[config.mk]
export PLATFORM = sky130hd
export DESIGN_NAME = parallax_sequencer
export DESIGN_NICKNAME = d
export VERILOG_FILES = /design/src/rtl/parallax_sequencer.sv
export SDC_FILE = /design/constraint.sdc
export NUM_CORES = 1
export LEC_CHECK = 0
export BUFFER_PORTS_ARGS = -buffer_cell sky130_fd_sc_hd__buf_4
export CAP_MARGIN = 20
export CORE_UTILIZATION = 50
export DETAILED_ROUTE_END_ITERATION = 6
export GPL_TIMING_DRIVEN = 0
export HOLD_SLACK_MARGIN = 0.08
export PLACE_DENSITY = 0.71
export SLEW_MARGIN = 15
export SYNTH_ARGS = -nofsm -noshare
export SYNTH_HDL_FRONTEND = slang
export SYNTH_SLANG_ARGS = --single-unit
[constraint.sdc]
create_clock -name clk -period 6.4 [get_ports clk]
set_clock_uncertainty 0.1 [all_clocks]
set_input_delay 1.28 -clock clk [delete_from_list [all_inputs] [get_ports clk]]
set_output_delay 1.28 -clock clk [all_outputs]
set_load 0.01 [all_outputs]
[src/rtl/parallax_sequencer.sv]
// parallax_sequencer: per-frame scroll scheduler for the parallax renderer.
// Holds the base scroll state (9-bit LFSR seed + 3-bit pixel phase) of up to
// four layers. On each frame_tick it walks the layers once and advances each
// by its programmed Q2.2 speed, then holds seeds stable until the next frame.
//
// Ports:
//   clk, rst          pixel clock, asynchronous active-high reset
//   frame_tick        one-cycle pulse per frame (vblank start)
//   cfg_valid/ready   speed write handshake; cfg_layer selects the layer,
//                     cfg_speed is unsigned Q2.2 pixels/frame
//   seed_lfsr         layer k seed at [9k+8:9k]
//   seed_phase        layer k phase at [3k+2:3k]
//   busy              update in progress
//   frame_done        one-cycle pulse in the final busy cycle
//   overrun           sticky, frame_tick seen while busy
module parallax_sequencer #(
   parameter int unsigned LAYERS = 4
) (
   input  logic                  clk,
   input  logic                  rst,
   input  logic                  frame_tick,
   input  logic                  cfg_valid,
   output logic                  cfg_ready,
   input  logic [1:0]            cfg_layer,
   input  logic [3:0]            cfg_speed,
   output logic [9*LAYERS-1:0]   seed_lfsr,
   output logic [3*LAYERS-1:0]   seed_phase,
   output logic                  busy,
   output logic                  frame_done,
   output logic                  overrun
);

   localparam int unsigned      IDX_W    = (LAYERS > 2) ? 2 : 1;
   localparam logic [IDX_W-1:0] LAST_IDX = IDX_W'(LAYERS - 1);

   typedef enum logic [1:0] {
      S_IDLE  = 2'd0,
      S_ACCUM = 2'd1,
      S_STEP  = 2'd2,
      S_DONE  = 2'd3
   } state_t;

   state_t           state_q;
   logic [IDX_W-1:0] idx_q;
   logic [2:0]       steps_q;
   logic             overrun_q;

   logic [8:0]       lfsr_q  [LAYERS];
   logic [2:0]       phase_q [LAYERS];
   logic [1:0]       frac_q  [LAYERS];
   logic [3:0]       speed_q [LAYERS];

   logic [4:0]       sum_d;
   logic             cfg_fire_d;
   logic             cfg_in_range_d;
   logic [IDX_W-1:0] cfg_idx_d;

   // Accumulator sum for the current layer and config write decode
   always_comb begin
      sum_d          = {3'b000, frac_q[idx_q]} + {1'b0, speed_q[idx_q]};
      cfg_fire_d     = cfg_valid & cfg_ready;
      cfg_in_range_d = (32'(cfg_layer) < LAYERS);
      cfg_idx_d      = IDX_W'(cfg_layer);
   end

   // Sequencer FSM and per-layer scroll state
   always_ff @(posedge clk or posedge rst) begin
      if (rst) begin
         state_q   <= S_IDLE;
         idx_q     <= '0;
         steps_q   <= 3'd0;
         overrun_q <= 1'b0;
         for (int unsigned k = 0; k < LAYERS; k++) begin
            lfsr_q[IDX_W'(k)]  <= 9'h1FF;
            phase_q[IDX_W'(k)] <= 3'd7;
            frac_q[IDX_W'(k)]  <= 2'd0;
            speed_q[IDX_W'(k)] <= 4'd0;
         end
      end else begin
         // A tick while an update is still running is dropped, not queued
         if (frame_tick && (state_q != S_IDLE)) begin
            overrun_q <= 1'b1;
         end

         // Out-of-range layers complete the handshake but store nothing
         if (cfg_fire_d && cfg_in_range_d) begin
            speed_q[cfg_idx_d] <= cfg_speed;
         end

         unique case (state_q)
            S_IDLE: begin
               if (frame_tick) begin
                  idx_q   <= '0;
                  state_q <= S_ACCUM;
               end
            end

            S_ACCUM: begin
               steps_q        <= sum_d[4:2];
               frac_q[idx_q]  <= sum_d[1:0];
               if (sum_d[4:2] != 3'd0) begin
                  state_q <= S_STEP;
               end else if (idx_q == LAST_IDX) begin
                  state_q <= S_DONE;
               end else begin
                  idx_q   <= idx_q + IDX_W'(1);
                  state_q <= S_ACCUM;
               end
            end

            S_STEP: begin
               // LFSR shifts only when the phase wraps through zero
               if (phase_q[idx_q] == 3'd0) begin
                  lfsr_q[idx_q] <= {lfsr_q[idx_q][7:0], lfsr_q[idx_q][8] ^ lfsr_q[idx_q][4]};
               end
               phase_q[idx_q] <= phase_q[idx_q] + 3'd1;
               steps_q        <= steps_q - 3'd1;
               if (steps_q == 3'd1) begin
                  if (idx_q == LAST_IDX) begin
                     state_q <= S_DONE;
                  end else begin
                     idx_q   <= idx_q + IDX_W'(1);
                     state_q <= S_ACCUM;
                  end
               end
            end

            S_DONE: begin
               state_q <= S_IDLE;
            end

            default: begin
               state_q <= S_IDLE;
            end
         endcase
      end
   end

   // Status decoded straight from the state register
   assign busy       = (state_q != S_IDLE);
   assign frame_done = (state_q == S_DONE);
   assign overrun    = overrun_q;
   assign cfg_ready  = (state_q == S_IDLE) & ~frame_tick;

   for (genvar k = 0; k < LAYERS; k++) begin : g_out
      assign seed_lfsr[9*k +: 9]  = lfsr_q[k];
      assign seed_phase[3*k +: 3] = phase_q[k];
   end

endmodule
==> results of run 1 <==
[power by group through the flow]
stage	clock network [mW]	logic, mW	registers [mW]
final	0.382	0.766	0.715
after global routing	0.415	0.852	0.730
after CTS	0.393	0.777	0.715
after detailed placement	0	0.774	0.722
after global placement	0	0.747	0.717
after floorplan	0	0.566	0.719
[worst paths after layout]
check                               end  slack, ns  depth (start not counted)       from
min in group asynchronous    speed_q[1]       0.79                          2        rst
max                            idx_q[0]       3.06                         10   idx_q[0]
max reg2reg                    idx_q[0]       3.06                         10   idx_q[0]
min reg2reg                   frac_q[7]       0.38                          2  frac_q[7]
min                           frac_q[7]       0.38                          2  frac_q[7]
max in group asynchronous  seed_lfsr[9]       4.79                          3        rst
[registers in the layout, summed over array words and instances (netlist names)]
register / cells
idx_q: 2
seed_lfsr: 36
state_q: 2
steps_q: 3
seed_phase: 12
speed_q: 16
frac_q: 8
overrun: 1
[placed cells by master (no fill, tap or decap), types with 3 or more instances in the layout]
| master | Yosys | routed |
|---|---|---|
| mux2i_1 | 4 | 4 |
| mux2_2 | 33 | 33 |
| o21ai_0 | 14 | 14 |
| buf_4 | 1 | 62 |
| buf_12 | 3 | 3 |
| xor2_1 | 3 | 3 |
| and2_4 | 3 | 3 |
| mux4_1 | 5 | 5 |
| mux2_4 | 27 | 27 |
| nand2_1 | 28 | 28 |
| dfstp_2 | 48 | 48 |
| inv_6 | 0 | 3 |
| clkbuf_8 | 0 | 9 |
| nand2b_1 | 3 | 3 |
| mux4_2 | 13 | 13 |
| inv_1 | 15 | 14 |
| a21oi_1 | 3 | 3 |
| dfrtp_1 | 32 | 32 |
| ha_1 | 14 | 14 |
[per-layer routing]
metal	track usage	vias up	share of wire
li1	-	1172	-
met1	0.288	1278	0.48
met2	0.306	52	0.47
met3	0.0402	8	0.036
met4	0.0577	0	0.0068
met5	0	-	0
[stage by stage]
stage / std cells / util / power (mW) / hold slack [ns] / worst slack [ns]
global placement: 444 / 0.599 / 1.46 / 0.347 / 2.06
finish: 461 / 0.629 / 1.86 / 0.381 / 3.06
global route: 461 / 0.629 / 2.00 / 0.412 / 2.83
CTS: 461 / 0.629 / 1.88 / 0.384 / 3.03
floorplan: 281 / - / 1.29 / 0.342 / 3.05
detailed placement: 445 / 0.603 / 1.50 / 0.365 / 3.08
[cells by family (layout without fill, tap and decap cells)]
| family | after synthesis | in the layout | synth area share |
|---|---|---|---|
| muxes | 82 | 82 | 0.301 |
| DFF | 80 | 80 | 0.501 |
| and+or+nand+nor | 44 | 44 | 0.0559 |
| AOI/OAI and AO/OA | 31 | 31 | 0.0483 |
| buffers and inverters | 25 | 103 | 0.0380 |
| adders and majority gates | 15 | 15 | 0.0474 |
| xor gates and xnor gates | 4 | 4 | 0.00851 |
[worst reg2reg max path, delay by kind of cell (launching register included)]
kind,cells,cell delay (ns)
adders and majority gates,2,0.65
buffers and inverters,3,0.84
AOI/OAI and AO/OA,2,0.54
DFF,1,0.39
muxes,3,0.74
[final cells by class]
cell class / instances / area [um^2]
fillers: 615 / 2910
clock inverters: 7 / 77.6
multi-input cells: 176 / 1900
well taps: 102 / 128
repair buffers: 62 / 485
inverters: 15 / 58.8
clock buffers: 9 / 124
plain buffers: 10 / 100
flip-flops and latches: 80 / 2060
==> metrics.md, run 1 <==
| Metric | Value |
|---|---|
| Status | `finished clean` |
| Setup crit end kind | `flop` |
| CP max stage delay | `about 0.57 ns` |
| Num CTS Buffers | `9` |
| Share of layout cells above drive strength 1 | `0.599` |
| Drt initial violations | `between 40 and 50` |
| Post-Syn Area | `between 4000 and 5000 um^2` |
| IO Count | `62` |
| # Max-Cap Violations | `0` |
| Site row count | `32` |
| # clock sinks | `80` |
| CTS tree | `built` |
| Synth unique cells | `44` |
| Die area | `8600 um^2` |
| Antenna viol nets, final | `0` |
| CTS clk-pin slew, worst paths | `~0.08 ns` |
| Die X | `a little over 90 um` |
| Final hold violation count | `0` |
| H-tree depth | `3` |
| Clock tree buffer depth | `2` |
| Sequential share of power | `0.384` |
| Post-layout min period | `between 3 and 4 ns` |
| Avg Inst Size Synth | `approximately 15 um^2` |
| DR WL/cell | `about 17 um` |
| Crit path arrival time | `approximately 3.5 ns` |
| Top cells by area, synth | `dfstp_2 (31%), dfrtp_1 (19%), mux2_4 (9.8%)` |
| HPWL Detailed | `about 5600 um` |
| Post-CTS setup buffers | `0` |
| Fraction of registers with async set/reset | `1.00` |
| Switching Fraction | `0.352` |
| Critical path class | `flop to flop` |
| Buffers & Inverters on Critical Path | `3` |
| # hold bufs at CTS | `0` |
| Largest net degree at the start of global routing | `just under 60` |
| Critical path's top delay family | `buffers and inverters` |
| Final setup TNS | `0 ns` |
| RSZ-0062 raised after global routing | `no` |
| Chip height | `between 90 and 100 um` |
| Tot GR Track Use | `0.200` |
| Top cells by count, synth | `dfstp_2 (48), mux2_2 (33), dfrtp_1 (32), nand2_1 (28), mux2_4 (27)` |
| Post_cts resized | `0` |
| Synthesized instance count | `~280` |
| CP Cell Sequence | `buf_6 -> buf_1 -> mux4_2 -> ha_1 -> inv_1 -> fa_1 -> a211oi_1 -> mux2i_1 -> a211oi_2 -> mux2i_1` |
| Ys Warns | `0` |
| Slew Viols, Final | `0` |
| Switch Pwr | `between 600 and 700 uW` |
| DRC Markers | `0` |
| Crit start category | `flop` |
| Register area share after synthesis | `0.501` |
| Gpl congestion | `0.819` |
| # nets final | `379` |
| CP Max Fanout | `10` |
| Drt total wl | `a little under 8000 um` |
| Combinational share of power | `0.411` |
| CTS root buffer | `clkbuf_8` |
| Setup Viol. Count Final | `0` |
| Cell accounting for the most synthesized area | `dfstp_2` |
| Clock latency on the worst-skew pair | `approximately 0.35 ns` |
| Clock share of power | `0.205` |
| Detailed-route vias per instance | `5.44` |
| Via count of the first global-routing pass | `between 2,000 and 2,500` |
| Core box area | `7850 um^2` |
| Ys flop type | `dfstp_2` |
| Worst-Margin Slew | `approximately 0.71 ns` |
| DRT Pass-1 Iters | `4` |
| Initial antenna violation count | `0` |
| Max transition margin | `0.526` |
| Critical Path RT | `6.56 ns` |
| Total gr overflow | `0` |
| Initial core utilization | `0.525` |
| DP Area | `4730 um^2` |
| Cell occurring most often along the worst timing path | `mux2i_1` |
| Syn nets | `between 300 and 400` |
| Area Overhead vs Synth | `19.8%` |
| Post-route cell area | `roughly 5000 um^2` |
| Final Cycle Share | `0.522` |
| Synth top area share | `0.306` |
| N_diodes | `0` |
| Via count | `between 2,000 and 3,000` |
| Peak supply drop | `0.000215 V` |
| Pwr Density | `377 nW/um^2` |
| Slowest library cell on the worst path | `buf_1` |
| First-pass GRT wire length | `about 13,000 um` |
| Most numerous cell in the Yosys netlist | `dfstp_2` |
| Worst min-delay path category | `flop to flop` |
| FF+latch count, synth | `80` |
| Post-synth EDFFs | `0` |
| Pint | `between 1 and 1.5 mW` |
| Port bufs | `61` |
| Leakage | `2.19 nW` |
| Fmax | `roughly 300 MHz` |
Note: power is estimated with default switching activity, not from simulation.
==> inputs of run 2 (changes only) <==
Settings changed: ABC_AREA set to 1, PLACE_DENSITY 0.71 to 0.74.
Clock period 6.4 ns to 2.8 ns, I/O delays scaled along.
==> metrics.md, run 2 <==
| Metric | Value |
|---|---|
| Synthesized instance count | `491 (was 281)` |
| Initial core utilization | `0.513 (was 0.525)` |
| Avg Inst Size Synth | `8.54 um^2 (was 14.7 um^2)` |
| Post-layout min period | `2.63 ns (was 3.34 ns)` |
| Core box area | `8180 um^2 (was 7850 um^2)` |
| Post-synth EDFFs | `0 (unchanged)` |
| Max transition margin | `0.578 (was 0.526)` |
| DRT Pass-1 Iters | `5 (was 4)` |
| CP Max Fanout | `10 (unchanged)` |
| Status | `finished clean (unchanged)` |
| Total gr overflow | `0 (unchanged)` |
| Multiplexer area fraction after synthesis | `0 (was 0.301)` |
| Fmax | `380 MHz (was 300 MHz)` |
| Met3 routed wirelength | `676 um (was 288 um)` |
| CTS root buffer | `clkbuf_8 (unchanged)` |
| Register area share after synthesis | `0.492 (was 0.501)` |
| Via count | `3,728 (was 2,510)` |
| Die X | `93.6 um (was 92.8 um)` |
| DRC Markers | `0 (unchanged)` |
| Final hold violation count | `0 (unchanged)` |
| Initial antenna violation count | `0 (unchanged)` |
| Slew Viols, Final | `0 (unchanged)` |
| Die area | `8760 um^2 (was 8600 um^2)` |
| Crit start category | `flop (unchanged)` |
| Setup crit end kind | `flop (unchanged)` |
| Synth unique cells | `37 (was 44)` |
| # Max-Cap Violations | `0 (unchanged)` |
| Tot GR Track Use | `0.260 (was 0.200)` |
| # nets final | `593 (was 379)` |
| Most frequent cells in the layout | `nand2_1 (151), o21ai_0 (76), buf_4 (70) (was buf_4 (62), dfstp_2 (48), mux2_2 (33))` |
| Port bufs | `61 (unchanged)` |
| Peak supply drop | `0.000558 V (was 0.000215 V)` |
| Share of layout cells above drive strength 1 | `0.300 (was 0.599)` |
| Drt total wl | `10,700 um (was 7960 um)` |
| Syn nets | `516 (was 306)` |
| Final core utilization | `0.622 (was 0.629)` |
| Area Overhead vs Synth | `21.3% (was 19.8%)` |
| Worst-Margin Slew | `0.633 ns (was 0.711 ns)` |
| Top cells by area, synth | `dfstp_2 (30%), dfrtp_1 (19%), nand2_1 (14%) (was dfstp_2 (31%), dfrtp_1 (19%), mux2_4 (9.8%))` |
| Post-Synth Simple-Gate Area | `0.224 (was 0.0559)` |
| Ys Warns | `0 (unchanged)` |
| Adder-cell share of the synthesized area | `0.0465 (was 0.0474)` |
| Antenna viol nets, final | `0 (unchanged)` |
| Commonest non-fill, non-tap cell in the layout | `nand2_1 (was buf_4)` |
| Largest family of logic cells by synthesized area | `simple AND/OR/NAND/NOR gates (was multiplexers)` |
| First-pass GRT wire length | `17,400 um (was 13,000 um)` |
| Pwr Density | `1260 nW/um^2 (was 377 nW/um^2)` |
| Num CTS Buffers | `9 (unchanged)` |
| Top cells by count, synth | `nand2_1 (151), o21ai_0 (76), dfstp_2 (48), nor2_1 (42), dfrtp_1 (32) (was dfstp_2 (48), mux2_2 (33), dfrtp_1 (32), nand2_1 (28), mux2_4 (27))` |
| RSZ-0062 raised after global routing | `no (unchanged)` |
| Post-route cell area | `5090 um^2 (was 4940 um^2)` |
| DR WL/cell | `15.7 um (was 17.3 um)` |
| Gpl congestion | `0.892 (was 0.819)` |
| N_diodes | `0 (unchanged)` |
| Cell accounting for the most synthesized area | `dfstp_2 (unchanged)` |
| Drt initial violations | `253 (was 43)` |
| Chip height | `93.6 um (was 92.8 um)` |
| Finished Layout Cells | `678 (was 461)` |
| Crit path arrival time | `2.77 ns (was 3.50 ns)` |
| Most numerous cell in the Yosys netlist | `nand2_1 (was dfstp_2)` |
| Compound-gate portion of the synthesized area | `0.171 (was 0.0483)` |
| Final Cycle Share | `0.939 (was 0.522)` |
| Fraction of registers with async set/reset | `1.00 (unchanged)` |
| H-tree depth | `3 (unchanged)` |
| Site row count | `33 (was 32)` |
| Final hold slack | `0.158 ns (was 0.381 ns)` |
| Worst min-delay path category | `input pin to async pin (was flop to flop)` |
| HPWL Detailed | `7540 um (was 5650 um)` |
| Critical Path RT | `2.94 ns (was 6.56 ns)` |
| Met2 WL | `5340 um (was 3770 um)` |
| Synth top area share | `0.301 (was 0.306)` |
| CTS tree | `built (unchanged)` |
| Critical path class | `flop to flop (unchanged)` |
| CTS clk-pin slew, worst paths | `0.08 ns (about the same)` |
| Max reg flops | `36 (unchanged)` |
| Via count of the first global-routing pass | `3,586 (was 2,476)` |
| Post-Synth XOR/XNOR Area | `0.00805 (was 0.00851)` |
| Clock latency on the worst-skew pair | `0.35 ns (about the same)` |
| Leakage | `2.46 nW (was 2.19 nW)` |
| Largest net degree at the start of global routing | `43 (was 59)` |
| DRT met1 WL | `4390 um (was 3850 um)` |
| Clock tree buffer depth | `2 (unchanged)` |
| Placed insts | `658 (was 445)` |
| Setup Viol. Count Final | `0 (unchanged)` |
| # hold bufs at CTS | `0 (unchanged)` |
| DR top layer | `met4 (unchanged)` |
| Detailed-route vias per instance | `5.50 (was 5.44)` |
| Total chip power | `6.41 mW (was 1.86 mW)` |
| Ys flop type | `dfstp_2 (unchanged)` |
| FF+latch count, synth | `80 (unchanged)` |
| IO Count | `62 (unchanged)` |
| DP Area | `4810 um^2 (was 4730 um^2)` |
| # clock sinks | `80 (unchanged)` |
| Post-Syn Area | `4200 um^2 (was 4120 um^2)` |
-- run 2: power by group --
| part | total [mW] | switching [mW] | internal, mW |
|---|---|---|---|
| logic | 3.25 | 1.95 | 1.30 |
| clock network | 0.922 | 0.407 | 0.515 |
| registers | 2.24 | 0.397 | 1.84 |
| total | 6.41 | 2.76 | 3.66 |
-- run 2: layout make-up --
class	instances	area, um^2
clock buffer	14	184
fill	708	3090
clock inverter	2	35.0
buffer	15	120
sequential	80	2060
inverter	31	125
multi-input combinational	361	1890
timing repair buffer	70	538
tap	105	131
-- run 2: cell families after synthesis --
group	count (synthesis)
compound gates	125
xor+xnor	3
fa+ha+maj	15
buf+inv	50
flops	80
simple gates	218
-- run 2: per-layer routing --
layer  vias to the layer above  track usage
met5                         -            0
met4                         0       0.0987
met3                        24       0.0317
met2                       158        0.442
met1                      1780        0.341
li1                       1766            -
-- run 2: timing repair --
action	CTS	global route
pin swaps	1	2
setup endpoints to repair	4	5
gates resized for setup	2	8
setup buffers	1	7
hold endpoints to repair	0	0
-- run 2: stage by stage --
step,setup TNS (ns),worst slack (ns)
floorplan,0,0.168
global placement,-23.70,-0.733
detailed placement,-0.416,-0.135
CTS,0,0.00451
global route,0,0.00801
finish,0,0.170
-- run 2: worst paths after layout --
| kind | slack [ns] | end | startpoint | cells after the start |
|---|---|---|---|---|
| hold reg to reg | 0.36 | overrun | overrun | 1 |
| min in group clk | 0.33 | overrun | frame_tick | 2 |
| max in group asynchronous | 1.81 | seed_phase[3] | rst | 3 |
| setup / recovery | 0.17 | idx_q[0] | idx_q[1] | 13 |
| hold / removal | 0.16 | state_q[1] | rst | 2 |
| setup reg to reg | 0.17 | idx_q[0] | idx_q[1] | 13 |
-- run 2: worst max-delay path, cell delays in order, from the launching register on --
cell      delay, ns
dfrtp_2        0.46
clkbuf_4       0.27
o21ai_0        0.11
o22ai_1        0.22
ha_2           0.22
inv_1          0.05
fa_1           0.37
nand3b_1       0.20
nand2_1        0.11
nand2_1        0.11
nand2_2        0.11
nand2_1        0.07
nand2_1        0.07
nand2_1        0.04
==> inputs of run 3 (changes only) <==
Settings changed: PLACE_DENSITY 0.74 to 0.82.
==> metrics.md, run 3 (same netlist as run 2, synthesis figures left out) <==
| Metric | Value |
|---|---|
| Status | `finished clean (unchanged)` |
| Max transition margin | `0.587 (was 0.578)` |
| Total gr overflow | `0 (unchanged)` |
| Total chip power | `6.39 mW (was 6.41 mW)` |
| Worst path depth | `14 (was 13)` |
| DP Area | `4810 um^2 (about the same)` |
| Num CTS Buffers | `9 (unchanged)` |
| CP Max Fanout | `19 (was 10)` |
| Final hold violation count | `0 (unchanged)` |
| DR WL/cell | `15.8 um (was 15.7 um)` |
| Setup slack, reg-to-reg | `0.17 ns (about the same)` |
| Area of the multi-input gates | `1890 um^2 (unchanged)` |
| Crit path arrival time | `2.78 ns (was 2.77 ns)` |
| CP Cell Sequence | `buf_8 -> buf_12 -> o21ai_0 -> o22ai_1 -> ha_2 -> inv_1 -> fa_1 -> nand3b_1 -> nand2_1 -> nand2_1 -> nand2_2 -> nand2_1 -> nand2_1 -> nand2_1 (was clkbuf_4 -> o21ai_0 -> o22ai_1 -> ha_2 -> inv_1 -> fa_1 -> nand3b_1 -> nand2_1 -> nand2_1 -> nand2_2 -> nand2_1 -> nand2_1 -> nand2_1)` |
| IO Count | `62 (unchanged)` |
| Crit start category | `flop (unchanged)` |
| CTS root buffer | `clkbuf_8 (unchanged)` |
| Drt total wl | `10,700 um (about the same)` |
| Worst-Margin Slew | `0.619 ns (was 0.633 ns)` |
| Cell occurring most often along the worst timing path | `nand2_1 (unchanged)` |
| Max reg flops | `36 (unchanged)` |
| Buffers & Inverters on Critical Path | `3 (was 2)` |
| Clock tree buffer depth | `2 (unchanged)` |
| Critical path class | `flop to flop (unchanged)` |
| HPWL Detailed | `7750 um (was 7540 um)` |
| R2R depth | `14 (was 13)` |
| Worst setup endpoint | `idx_q[0] (unchanged)` |
| Filler Cell Count | `696 (was 708)` |
| Peak supply drop | `0.000469 V (was 0.000558 V)` |
| Crit path from | `idx_q[0] (was idx_q[1])` |
| Register Area | `2060 um^2 (unchanged)` |
| Area Overhead vs Synth | `21.3% (about the same)` |
| First-pass GRT wire length | `17,800 um (was 17,400 um)` |
| Site row count | `33 (unchanged)` |
| DRC Markers | `0 (unchanged)` |
| Most frequent cells in the layout | `nand2_1 (151), o21ai_0 (76), buf_4 (70) (unchanged)` |
| Pwr Density | `1260 nW/um^2 (about the same)` |
| Tot GR Track Use | `0.269 (was 0.260)` |
| Clock latency on the worst-skew pair | `0.36 ns (was 0.35 ns)` |
| Largest net degree at the start of global routing | `49 (was 43)` |
| Setup crit end kind | `flop (unchanged)` |
| Chip height | `93.6 um (unchanged)` |
| Initial antenna violation count | `0 (unchanged)` |
| Post-route cell area | `5090 um^2 (about the same)` |
| Leakage | `2.46 nW (about the same)` |
| # Max-Cap Violations | `0 (unchanged)` |
| # clock sinks | `80 (unchanged)` |
| Final Cycle Share | `0.939 (about the same)` |
| Port bufs | `61 (unchanged)` |
| N_diodes | `0 (unchanged)` |
| Commonest non-fill, non-tap cell in the layout | `nand2_1 (unchanged)` |
| # hold bufs at CTS | `0 (unchanged)` |
| Via count of the first global-routing pass | `3,747 (was 3,586)` |
| # nets final | `593 (unchanged)` |
| Start of the worst register-to-register path | `idx_q[0] (was idx_q[1])` |
| Post-layout min period | `2.63 ns (about the same)` |
| Share of layout cells above drive strength 1 | `0.304 (was 0.300)` |
| DRT Pass-1 Iters | `5 (unchanged)` |
| CTS clk-pin slew, worst paths | `0.08 ns (about the same)` |
| Setup Viol. Count Final | `0 (unchanged)` |
| Die X | `93.6 um (unchanged)` |
| Detailed-route vias per instance | `5.51 (was 5.50)` |
| Critical Path RT | `2.95 ns (was 2.94 ns)` |
| CTS tree | `built (unchanged)` |
| Slowest library cell on the worst path | `dfrtp_2 (unchanged)` |
| Worst min-delay path category | `input pin to flop (was input pin to async pin)` |
| Slew Viols, Final | `0 (unchanged)` |
| CP max stage delay | `0.46 ns (about the same)` |
| Core box area | `8180 um^2 (unchanged)` |
| Die area | `8760 um^2 (unchanged)` |
| Critical path's top delay family | `simple AND/OR/NAND/NOR gates (unchanged)` |
| Antenna viol nets, final | `0 (unchanged)` |
| Drt initial violations | `206 (was 253)` |
| RSZ-0062 raised after global routing | `no (unchanged)` |
| H-tree depth | `3 (unchanged)` |
| Initial core utilization | `0.513 (unchanged)` |
| RR Endpoint | `idx_q[0] (unchanged)` |
| Gpl congestion | `0.896 (was 0.892)` |
| Fmax | `380 MHz (about the same)` |
| Via count | `3,736 (was 3,728)` |
-- run 3: changes by cell type in the layout (fill, tap and decap cells not counted) --
cell and change:
buf_8 +1, bufinv_16 -1, clkbuf_8 -1, clkinv_2 +2
clkbuf_1 -2, buf_6 -1, clkbuf_16 +1, clkinvlp_4 +1
buf_16 +1, buf_12 -1
-- run 3: how the worst min path moves through the flow --
stage | slack [ns] | startpoint | depth (start not counted) | endpoint
2_1_floorplan | 0.35 | frac_q[2] | 2 | frac_q[2]
3_5_place_dp | 0.35 | overrun | 1 | overrun
5_1_grt | 0.32 | frame_tick | 2 | overrun
4_1_cts | 0.32 | frame_tick | 2 | overrun
6_report | 0.33 | frame_tick | 2 | overrun
3_3_place_gp | 0.34 | overrun | 1 | overrun
-- run 3: report_power, final --
part	internal, mW	leakage [nW]	switching (mW)	total, mW
Combinational	1.30	1.47	1.95	3.25
Clock	0.450	0.108	0.426	0.876
Sequential	1.84	0.882	0.419	2.26
Total	3.59	2.46	2.80	6.39
-- run 3: per-stage QoR --
step	hold WS [ns]	TNS, ns	std cells	setup WS, ns	utilization
final	0.328	0	678	0.170	0.623
after global routing	0.318	0	678	0.00518	0.623
after CTS	0.320	0	675	0.0263	0.616
after detailed placement	0.346	-0.266	658	-0.101	0.589
after global placement	0.340	-21.04	657	-0.659	0.585
after floorplan	0.348	0	491	0.168	-
-- run 3: repair_timing --
action,in CTS,in global routing
pin swaps,0,2
resized for setup,1,11
setup buffers,2,6
endpoints found under the setup margin,3,5
-- run 3: area by class of cell --
cell class | instances | area share
multi-input cells | 361 | 0.371
clock inverters | 4 | 0.00442
flip-flops and latches | 80 | 0.406
clock buffers | 12 | 0.0369
repair buffers | 70 | 0.107
plain buffers | 15 | 0.0243
inverters | 31 | 0.0246
well taps | 105 | 0.0258
-- run 3: routing by layer --
layer  vias up  GRT usage  part of all wire
li1       1775          -                 -
met1      1749      0.334              0.41
met2       192      0.449              0.49
met3        20     0.0455             0.074
met4         0      0.141             0.024
met5         -          0                 0
